$ cat src/rtl/seq_magnitude_comparator.sv
// seq_magnitude_comparator: multi-cycle MSB-first digit-serial magnitude compare with start/busy/done handshake
module seq_magnitude_comparator #(
  parameter int WIDTH = 8,
  parameter int DIGIT = 2,
  localparam int NDIG = WIDTH / DIGIT,
  localparam int CW = $clog2(NDIG + 1)
) (
  input  logic             clk,
  input  logic             rst_n,
  input  logic             start,
  input  logic             signed_mode,
  input  logic [WIDTH-1:0] a,
  input  logic [WIDTH-1:0] b,
  output logic             busy,
  output logic             done,
  output logic             a_gt_b,
  output logic             a_lt_b,
  output logic             a_eq_b,
  output logic [CW-1:0]    scan_count
);
  localparam int IW = NDIG > 1 ? $clog2(NDIG) : 1;
  typedef enum logic [1:0] {S_IDLE, S_SCAN, S_DONE} state_t;
  state_t state, state_d;
  logic [IW-1:0] idx, idx_d;
  logic [WIDTH-1:0] a_r, b_r, a_d, b_d;
  logic gt_d, lt_d, eq_d;
  logic [CW-1:0] cnt_d;
  logic [DIGIT-1:0] da, db;
  logic load;
  assign busy = state == S_SCAN;
  assign done = state == S_DONE;
  assign da = a_r[idx*DIGIT +: DIGIT];
  assign db = b_r[idx*DIGIT +: DIGIT];
  assign load = start && state != S_SCAN;
  // Signed operands are stored in offset binary so the scan itself is always unsigned
  always_comb begin
    state_d = state;
    idx_d = idx;
    a_d = a_r;
    b_d = b_r;
    gt_d = a_gt_b;
    lt_d = a_lt_b;
    eq_d = a_eq_b;
    cnt_d = scan_count;
    if (load) begin
      a_d = {a[WIDTH-1] ^ signed_mode, a[WIDTH-2:0]};
      b_d = {b[WIDTH-1] ^ signed_mode, b[WIDTH-2:0]};
      idx_d = IW'(NDIG - 1);
      state_d = S_SCAN;
    end else if (state == S_SCAN) begin
      if (da != db || idx == '0) begin
        gt_d = da > db;
        lt_d = da < db;
        eq_d = da == db;
        cnt_d = CW'(NDIG) - CW'(idx);
        state_d = S_DONE;
      end else begin
        idx_d = idx - IW'(1);
      end
    end else if (state == S_DONE) begin
      state_d = S_IDLE;
    end
  end
  always_ff @(posedge clk or negedge rst_n) begin
    if (!rst_n) begin
      state <= S_IDLE;
      idx <= '0;
      a_r <= '0;
      b_r <= '0;
      a_gt_b <= 1'b0;
      a_lt_b <= 1'b0;
      a_eq_b <= 1'b0;
      scan_count <= '0;
    end else begin
      state <= state_d;
      idx <= idx_d;
      a_r <= a_d;
      b_r <= b_d;
      a_gt_b <= gt_d;
      a_lt_b <= lt_d;
      a_eq_b <= eq_d;
      scan_count <= cnt_d;
    end
  end
endmodule

$ cat config.mk
export PLATFORM = sky130hd
export DESIGN_NAME = seq_magnitude_comparator
export DESIGN_NICKNAME = d
export VERILOG_FILES = /design/src/rtl/seq_magnitude_comparator.sv
export SDC_FILE = /design/constraint.sdc
export NUM_CORES = 1
export LEC_CHECK = 0
export CAP_MARGIN = 20
export CELL_PAD_IN_SITES_DETAIL_PLACEMENT = 1
export CELL_PAD_IN_SITES_GLOBAL_PLACEMENT = 1
export CORE_UTILIZATION = 37
export CTS_CLUSTER_DIAMETER = 60
export CTS_CLUSTER_SIZE = 25
export DETAILED_ROUTE_END_ITERATION = 12
export PLACE_DENSITY_LB_ADDON = 0.08
export SETUP_SLACK_MARGIN = 0.4
export SLEW_MARGIN = 10
export SYNTH_ARGS = -nofsm -noshare
export SYNTH_HDL_FRONTEND = slang
export SYNTH_SLANG_ARGS = --single-unit
$ cat constraint.sdc
create_clock -name clk -period 2.5 [get_ports clk]
set_input_delay 0.5 -clock clk [delete_from_list [all_inputs] [get_ports clk]]
set_output_delay 0.5 -clock clk [all_outputs]
set_load 0.1 [all_outputs]
---- Word-level counts from Yosys, hierarchy flattened ----
Cells that the tools add are included.
word-level totals
  bits in registers ....................... 26
  input port bits ......................... 20
  output and inout bits ................... 8
  logic and storage cells ................. 39
operators by class
  add/sub/neg operators ................... 2
  $lt $le $gt $ge ......................... 2
  equality and inequality tests ........... 7
  shift-type cells ........................ 2
  multiplexer cells ....................... 7
  bitwise gates (word level) .............. 3
  reductions and logical operators ........ 8
operators by type and width
  operator                                                                  number
  8-bit by 4-bit variable part select with 2-bit output                     2
  2-bit 2-to-1 mux                                                          7
  2-bit AND reduction                                                       2
  3-bit by 1-bit inequality test with 1-bit output (second input constant)  1
  3-bit AND reduction                                                       1
  3-bit nonzero test                                                        1
  3-bit by 2-bit subtractor with 3-bit output (first input constant)        1
  2-bit by 1-bit == test with 1-bit output (second input constant)          1
  2-bit == test                                                             1
  2-bit == test (second input constant)                                     1
  2-bit greater-than comparator                                             1
  2-bit zero test                                                           1
  2-bit < comparator                                                        1
  2-bit by 1-bit inequality test with 1-bit output (second input constant)  1
  2-bit inequality test                                                     1
  2-bit inequality test (second input constant)                             1
  2-bit nonzero test                                                        1
  2-bit by 1-bit subtractor with 2-bit output (second input constant)       1
  1-bit XOR                                                                 2
  1-bit logical AND                                                         1
  1-bit logical OR                                                          1
  1-bit NOT                                                                 1

---- Depth between registers and ports, before layout ----
Gate-level depths: netlist of run 1.
  depth in word-level cells ............... 6
  depth in mapped cells ................... 7
  mapped depth without buffers ............ 6

---- Worst setup path before layout of run 1 ----
Ideal clock, no wire load.
  path kind ............................... flip-flop to flip-flop
  start ................................... reg idx[0]
  end ..................................... reg a_lt_b
  setup time .............................. 126 ps
  arrival ................................. 1870 ps
  data required time ...................... 2374 ps
  slack ................................... 505 ps
  cell stages (with the launch flop) ...... 7
  buffers on the path ..................... 1
  period minus slack after synthesis ...... 1995 ps
  path through ............................ dfrtp_1 -> buf_6 -> mux4_2 -> ha_1 -> nand2_1 -> o21ai_2 -> mux2_2
on the way
  cells in the longest elaborated chain, start to end .. 4
  elaborated cells on any way between the ends .. 7
  classes of those cells .................. 1 x order compare; 1 x eq/ne; 2 x shift; 3 x reduce/logical
ends and longest elaborated chain
  item                                                                             line    source
  from (decl)                                                                      24      logic [IW-1:0] idx, idx_d;
  from (signal assigned)                                                           76      idx <= idx_d;
  8-bit by 4-bit variable part select with 2-bit output, on equally long branches  32, 33
  2-bit inequality test                                                            51      if (da != db || idx == '0) begin
  1-bit logical OR                                                                 51
  3-bit AND reduction (no line)                                                    n/a
  to (signal assigned)                                                             80      a_lt_b <= lt_d;
  to (decl)                                                                        17      output logic a_lt_b,
Several ways; a longest one is shown, not always the timed one.
A chain may end at the register's enable or synchronous reset.

---- Worst setup path in the final report of run 1 ----
  start ................................... reg idx[0]
  end ..................................... reg scan_count[0]
on the way
  cells in the longest elaborated chain, start to end .. 4
  elaborated cells on any way between the ends .. 7
  classes of those cells .................. 1 x add/sub; 1 x eq/ne; 2 x shift; 3 x reduce/logical
ends and longest elaborated chain
  item                                                                             line    source
  8-bit by 4-bit variable part select with 2-bit output, on equally long branches  32, 33
  2-bit inequality test                                                            51
  1-bit logical OR                                                                 51
  3-bit AND reduction (no line)                                                    n/a
  to (signal assigned)                                                             82      scan_count <= cnt_d;
  to (decl)                                                                        19      output logic [CW-1:0] scan_count
Several ways; a longest one is shown, not always the timed one.

==> metrics.md, run 1 <==
| Metric | Value |
|---|---|
| Chip Width | 60.0 um |
| Sequential-to-total area share from yosys stat | 52.2% |
| Mapped Avg Cell Area | 10.3 sq um |
| CP Data Required Time | 2.72 ns |
| Min-Delay Startpoint | a_r[0] |
| Int Pwr | 1.29 mW |
| Post-synth top flop | dfrtp_1 |
| Most common cell after layout, fill and taps aside | nand2_1 |
| Fin cells | 194 |
| RePlAce Congestion | 0.770 |
| Logic pwr share | 60.7% |
| Max-cap violation count | 0 |
| Htree depth | 1 |
| P&R area growth vs syn | 30.5% |
| Fin crit share | 81.6% |
| VDD IR-drop max | 0.381 mV |
| Register bit total from synthesis | 26 |
| CTS tree | done |
| Post-synthesis net count | 147 |
| Final worst slack | 0.460 ns |
| Crit-path max FO | 6 |
| Nature of the critical path startpoint | register |
| CTS hold repair buffers | 0 |
| Post-route DRC | 0 |
| Total GRT Usage | 17.8% |
| RSZ-0062 raised after global routing | true |
| Post-placement setup slack | 0.231 ns |
| Area occupied by multi-input gates | 584 sq um |
| Clock slew at reported path FFs | 0.14 ns |
| Worst Reg-to-Reg Cells | 5 |
| Kind of critical path | register to register |
| Vias in the first global route | 998 |
| Clock group share of total power | 8.8% |
| Worst-skew pair later-pin latency | 0.32 ns |
| Crit path max-delay family | multiplexers |
| Layout cells sized above 1 | 19.3% |
| Starting Density | 39.8% |
| Crit path launch | idx[0] |
| Buffers & Inverters on Critical Path | 0 |
| CTS Buf Count | 3 |
| Area taken by flip-flops and latches | 652 sq um |
| HPWL after DPL | 1920 um |
| Gr ovfl total | 0 |
| First-pass GRT wire length | 4680 um |
| Worst-Margin Slew | 0.742 ns |
| Worst hold path depth | 2 |
| Detail Route Antenna Nets | 0 |
| Status | completed |
| Sw Ratio | 47.3% |
| DR iter-0 viols | 29 |
| Final Hold Fails | 0 |
| Flop2flop setup slack | 0.46 ns |
| Final core area utilization | 52.0% |
| Distinct cells, synth | 26 |
| Most frequent cells in the layout | 45 x nand2_1, 25 x dfrtp_1, 19 x clkdlybuf4s50_1, 11 x buf_4, 7 x inv_1 |
| Min Hold Slack | 0.493 ns |
| Slew HR | 50.5% |
| Fill cell count | 361 |
| Placed insts | 189 |
| Core Area | 3130 sq um |
| Yosys warns | 0 |
| TNS Setup | 0 ns |
| Critical Path, Cell by Cell | mux4_2 > ha_4 > nand2_2 > o21ai_4 > mux2_4 |
| Nets | 177 |
| Mapped cell area | 1250 sq um |
| Avg WL per Cell | 13.5 um |
| Max Root-Sink Buffers | 2 |
| Post-Route WL | 2620 um |
| Slowest-stage cell, CP | mux4_2 |
| Row count | 20 |
| Net Switching | 1.16 mW |
| CP Capture Type | register |
| Post-Synthesis Cells | 121 |
| PwrDens | 1510 nW/um^2 |
| FF-to-FF Start | idx[0] |
| Via count | 938 |
| CP peak stage delay | 0.56 ns |
| Vias per cell | 4.84 |
| Die ar. | 3600 sq um |
| Critical path arrival | 2.26 ns |
| Die height | 60.0 um |
| Final setup vio count | 0 |
| Leakage | 0.792 nW |
| Synth async-reset ratio | 100% |
| Max-slew violation count | 0 |
| Port buffer count | 27 |
| # diodes | 0 |
| Number of synthesized flops with an enable pin | 0 |
| Reg power frac | 30.5% |
| Shortest period the worst path allows | 2.04 ns |
| Hold endpoint | a_r[0] |
| CTS Sinks | 26 |
| Initial antenna violation count | 0 |
| RR Endpoint | scan_count[0] |
| Root buffer cell | clkbuf_4 |
| Drt first pass iters | 3 |
| Io pins | 28 |
| Skew final | 0.00330 ns |
| Largest net degree at the start of global routing | 27 |
| Type of the worst min-delay path | register to register |
| Fmax | 490 MHz |
[power by group through the flow]
stage / registers (mW) / logic (mW) / clock network, mW
floorplan: 0.918 / 0.864 / 0
global placement: 0.759 / 1.28 / 0
detailed placement: 0.765 / 1.31 / 0
CTS: 0.754 / 1.48 / 0.223
global route: 0.777 / 1.65 / 0.242
finish: 0.748 / 1.49 / 0.215
[how the worst max path moves through the flow]
stage               depth (start not counted)  slack (ns)            end
floorplan                                   6        0.50         a_lt_b
finish                                      5        0.46  scan_count[0]
global placement                            5        0.28         a_lt_b
detailed placement                          5        0.23  scan_count[1]
CTS                                         5        0.41  scan_count[0]
global route                                6        0.36         idx[0]
[cells in the mapped netlist (all sizes together) (2+ instances only)]
master | instances | area (sq um)
inv | 7 | 26.3
xnor2 | 2 | 17.5
mux4 | 4 | 90.1
dfrtp | 26 | 651
buf | 4 | 28.8
mux2 | 3 | 33.8
nand2 | 46 | 173
a21oi | 5 | 25.0
ha | 6 | 75.1
o21ai | 5 | 28.8
[timing repair]
action	4_1_cts	5_1_grt
pin swaps	1	3
buffers inserted	1	0
setup endpoints to repair	7	5
resized for setup	7	2
gates cloned	0	0
[flip-flops by register name (all words and copies together), names as in the netlist]
name,count
a_eq_b,1
a_gt_b,1
a_lt_b,1
a_r,8
b_r,8
idx,2
scan_count,3
state,2
[kinds of logic (layout without fill, tap and decap cells)]
logic type               after synthesis  count (layout)  share of synthesized area, %
AO/OA/AOI/OAI                         16              16                          8.13
XOR/XNOR                               2               2                          1.41
adder cells (fa/ha/maj)                6               6                          6.02
buffers and inverters                 12              41                          4.72
flip-flops                            26              26                          52.2
multiplexers                           7               7                          9.94
AND/OR/NAND/NOR                       52              52                          17.6
[per-layer routing]
metal | track usage (%) | wire (um) | vias to the layer above
met3 | 3.25 | 73 | 2
met4 | 4.98 | 13 | 0
met2 | 31.4 | 1340 | 17
met1 | 22.2 | 1190 | 460
li1 | - | - | 459
met5 | 0 | 0 | -
[worst register-to-register path, delay by kind of cell, from the launching register on]
kind,cells,cell delay [ns]
muxes,2,0.88
and+or+nand+nor,1,0.08
DFF,1,0.49
AOI/OAI and AO/OA,1,0.20
adders and majority gates,1,0.30
[stage by stage]
stage               instance area (sq um)  power (mW)
floorplan                            1250        1.78
global placement                     1530        2.03
detailed placement                   1530        2.08
CTS                                  1620        2.46
global route                         1630        2.67
finish                               1630        2.45
[area by class of cell]
cell class | instances | area share (%)
sequential | 26 | 40.1
multi-input combinational | 83 | 35.9
clock buffer | 4 | 2.23
tap | 44 | 3.38
inverter | 7 | 1.62
timing repair buffer | 30 | 16.8
Power figures use the tool's default switching activity.
==> inputs of run 2 (changes only) <==
--- a/config.mk
+++ b/config.mk
@@ -8,7 +8,7 @@
 export CAP_MARGIN = 20
 export CELL_PAD_IN_SITES_DETAIL_PLACEMENT = 1
 export CELL_PAD_IN_SITES_GLOBAL_PLACEMENT = 1
-export CORE_UTILIZATION = 37
+export CORE_UTILIZATION = 34
 export CTS_CLUSTER_DIAMETER = 60
 export CTS_CLUSTER_SIZE = 25
 export DETAILED_ROUTE_END_ITERATION = 12
==> constraint.sdc (replaced) <==
create_clock -name clk -period 1.65 [get_ports clk]
set_input_delay 0.33 -clock clk [delete_from_list [all_inputs] [get_ports clk]]
set_output_delay 0.33 -clock clk [all_outputs]
set_load 0.1 [all_outputs]
==> run 2 against run 1 <==
  * Hold slack got worse by 0.11 ns
  * The flow now finishes with violations (negative setup slack)
  * Die area is 8.5% higher
  * Critical path type unchanged
  * Fmax shrank 0.18%
  * Flip-flop and latch count stayed put
==> metrics.md, run 2 (same netlist as run 1, synthesis figures left out) <==
| Metric | Value |
|---|---|
| Crit-path max FO | 6 (unchanged) |
| CP Capture Type | register |
| Power Total | 5.25 mW (+110%) |
| # diodes | 0 (unchanged) |
| Core Area | 3420 sq um (+9.2%) |
| Largest registers | a_r x8, b_r x8, scan_count x3 |
| Failing checks | negative setup slack |
| Vias per cell | 4.73 (-2.2%) |
| Row count | 21 (+5.0%) |
| Largest net degree at the start of global routing | 27 (unchanged) |
| Worst-Margin Slew | 0.417 ns (-0.325 ns) |
| Leakage | 1.03 nW (+29%) |
| Worst-skew pair later-pin latency | 0.33 ns (about the same) |
| CTS hold repair buffers | 0 (unchanged) |
| Avg WL per Cell | 15.0 um (+11%) |
| Total GRT Usage | 19.4% (+1.6 points) |
| Final core area utilization | 62.6% (+11 points) |
| Fin cells | 223 (+15%) |
| CTS tree | done |
| Chip Width | 62.5 um (+4.2%) |
| Layout cells sized above 1 | 49.2% (+30 points) |
| RSZ-0062 raised after global routing | true |
| Post-Route WL | 3350 um (+28%) |
| Critical path arrival | 2.27 ns (about the same) |
| Via count | 1055 (+12%) |
| First-pass GRT wire length | 5860 um (+25%) |
| Max-cap violation count | 0 (unchanged) |
| Clock slew at reported path FFs | 0.16 ns (+0.02 ns) |
| Drt first pass iters | 4 (+1) |
| Final Hold Fails | 0 (unchanged) |
| Gr ovfl total | 0 (unchanged) |
| Nets | 204 (+15%) |
| Type of the worst min-delay path | primary input to async pin |
| Kind of critical path | register to register |
| Fin crit share | 124% (+42 points) |
| Io pins | 28 (unchanged) |
| Worst Reg-to-Reg Cells | 5 (unchanged) |
| Htree depth | 1 (unchanged) |
| Min Hold Slack | 0.379 ns (-0.113 ns) |
| CTS Buf Count | 3 (unchanged) |
| VDD IR-drop max | 0.825 mV (+120%) |
| RePlAce Congestion | 0.749 (-2.7%) |
| RR Endpoint | a_lt_b |
| Detail Route Antenna Nets | 0 (unchanged) |
| Final worst slack | -0.394 ns (-0.854 ns) |
| Initial antenna violation count | 0 (unchanged) |
| P&R area growth vs syn | 71.5% |
| FF-to-FF Start | idx[0] |
| Max-slew violation count | 0 (unchanged) |
| Nature of the critical path startpoint | register |
| Flop2flop setup slack | -0.39 ns (-0.85 ns) |
| DR iter-0 viols | 21 (-28%) |
| CTS Sinks | 26 (unchanged) |
| Port buffer count | 27 (unchanged) |
| Most frequent cells in the layout | 25 x nand2_1, 25 x dfrtp_1, 22 x buf_4, 19 x clkdlybuf4s50_1, 14 x nand2_2 |
| Starting Density | 36.5% (-3.4 points) |
| Placed insts | 202 (+6.9%) |
| PwrDens | 2460 nW/um^2 (+63%) |
| Die height | 62.5 um (+4.2%) |
| Post-route DRC | 0 (unchanged) |
| Final setup vio count | 10 (+10) |
| Post-placement setup slack | -0.494 ns (-0.725 ns) |
| Die ar. | 3910 sq um (+8.5%) |
| CP Data Required Time | 1.87 ns (-0.85 ns) |
| Shortest period the worst path allows | 2.04 ns (+0.00370 ns) |
| Status | finished with violations |
| Slew HR | 72.2% (+22 points) |
| Fmax | 489 MHz (-0.18%) |
| Root buffer cell | clkbuf_4 |
| Skew final | 0.0135 ns (+0.0102 ns) |
| Vias in the first global route | 1191 (+19%) |
| Max Root-Sink Buffers | 2 (unchanged) |
| HPWL after DPL | 2370 um (+23%) |
## run 2: where the power goes
part	total, mW	switching, mW	internal (mW)
Clock	0.450	0.204	0.246
Combinational	3.60	1.79	1.81
Sequential	1.20	0.269	0.932
## run 2: worst max-delay path, cell delays in order, from the launching register on
cell	delay [ns]
dfrtp_2	0.48
mux4_2	0.56
ha_4	0.31
nand2_4	0.05
o21ai_4	0.19
mux2_4	0.34
## run 2: metal layers
| layer | track usage, % | up-vias | share of wire, % |
|---|---|---|---|
| met1 | 23.1 | 512 | 42 |
| met2 | 37.2 | 23 | 55 |
| li1 | - | 516 | - |
| met3 | 1.82 | 4 | 2.4 |
| met5 | 0 | - | 0 |
| met4 | 4.36 | 0 | 0.81 |
## run 2: worst max-delay path by stage
stage / startpoint / to / depth (start not counted) / slack, ns
final: idx[0] / a_lt_b / 5 / -0.39
after global routing: idx[0] / a_lt_b / 5 / -0.51
after CTS: idx[0] / a_lt_b / 5 / -0.41
after detailed placement: idx[0] / a_lt_b / 5 / -0.49
after global placement: idx[0] / scan_count[1] / 5 / -0.42
after floorplan: idx[0] / a_lt_b / 6 / -0.31
## run 2: per-stage QoR
step                      cell area (sq um)  setup TNS [ns]
after floorplan                        1350           -1.64
after global placement                 1830           -2.95
after detailed placement               1830           -3.53
after CTS                              2070           -3.00
after global routing                   2140           -4.33
final                                  2140           -3.25
## run 2: repair_timing
item                       in CTS  in global routing
resized for setup              29                 10
gates cloned                    1                  0
pin swaps                      21                  2
setup endpoints to repair      26                 34
buffers inserted               12                  4
## run 2: layout make-up
type	count	area (sq um)
fillers	381	1280
multi-input cells	84	742
flip-flops and latches	26	652
repair buffers	56	607
well taps	46	57.6
clock inverters	1	30.0
inverters	7	26.3
clock buffers	3	22.5
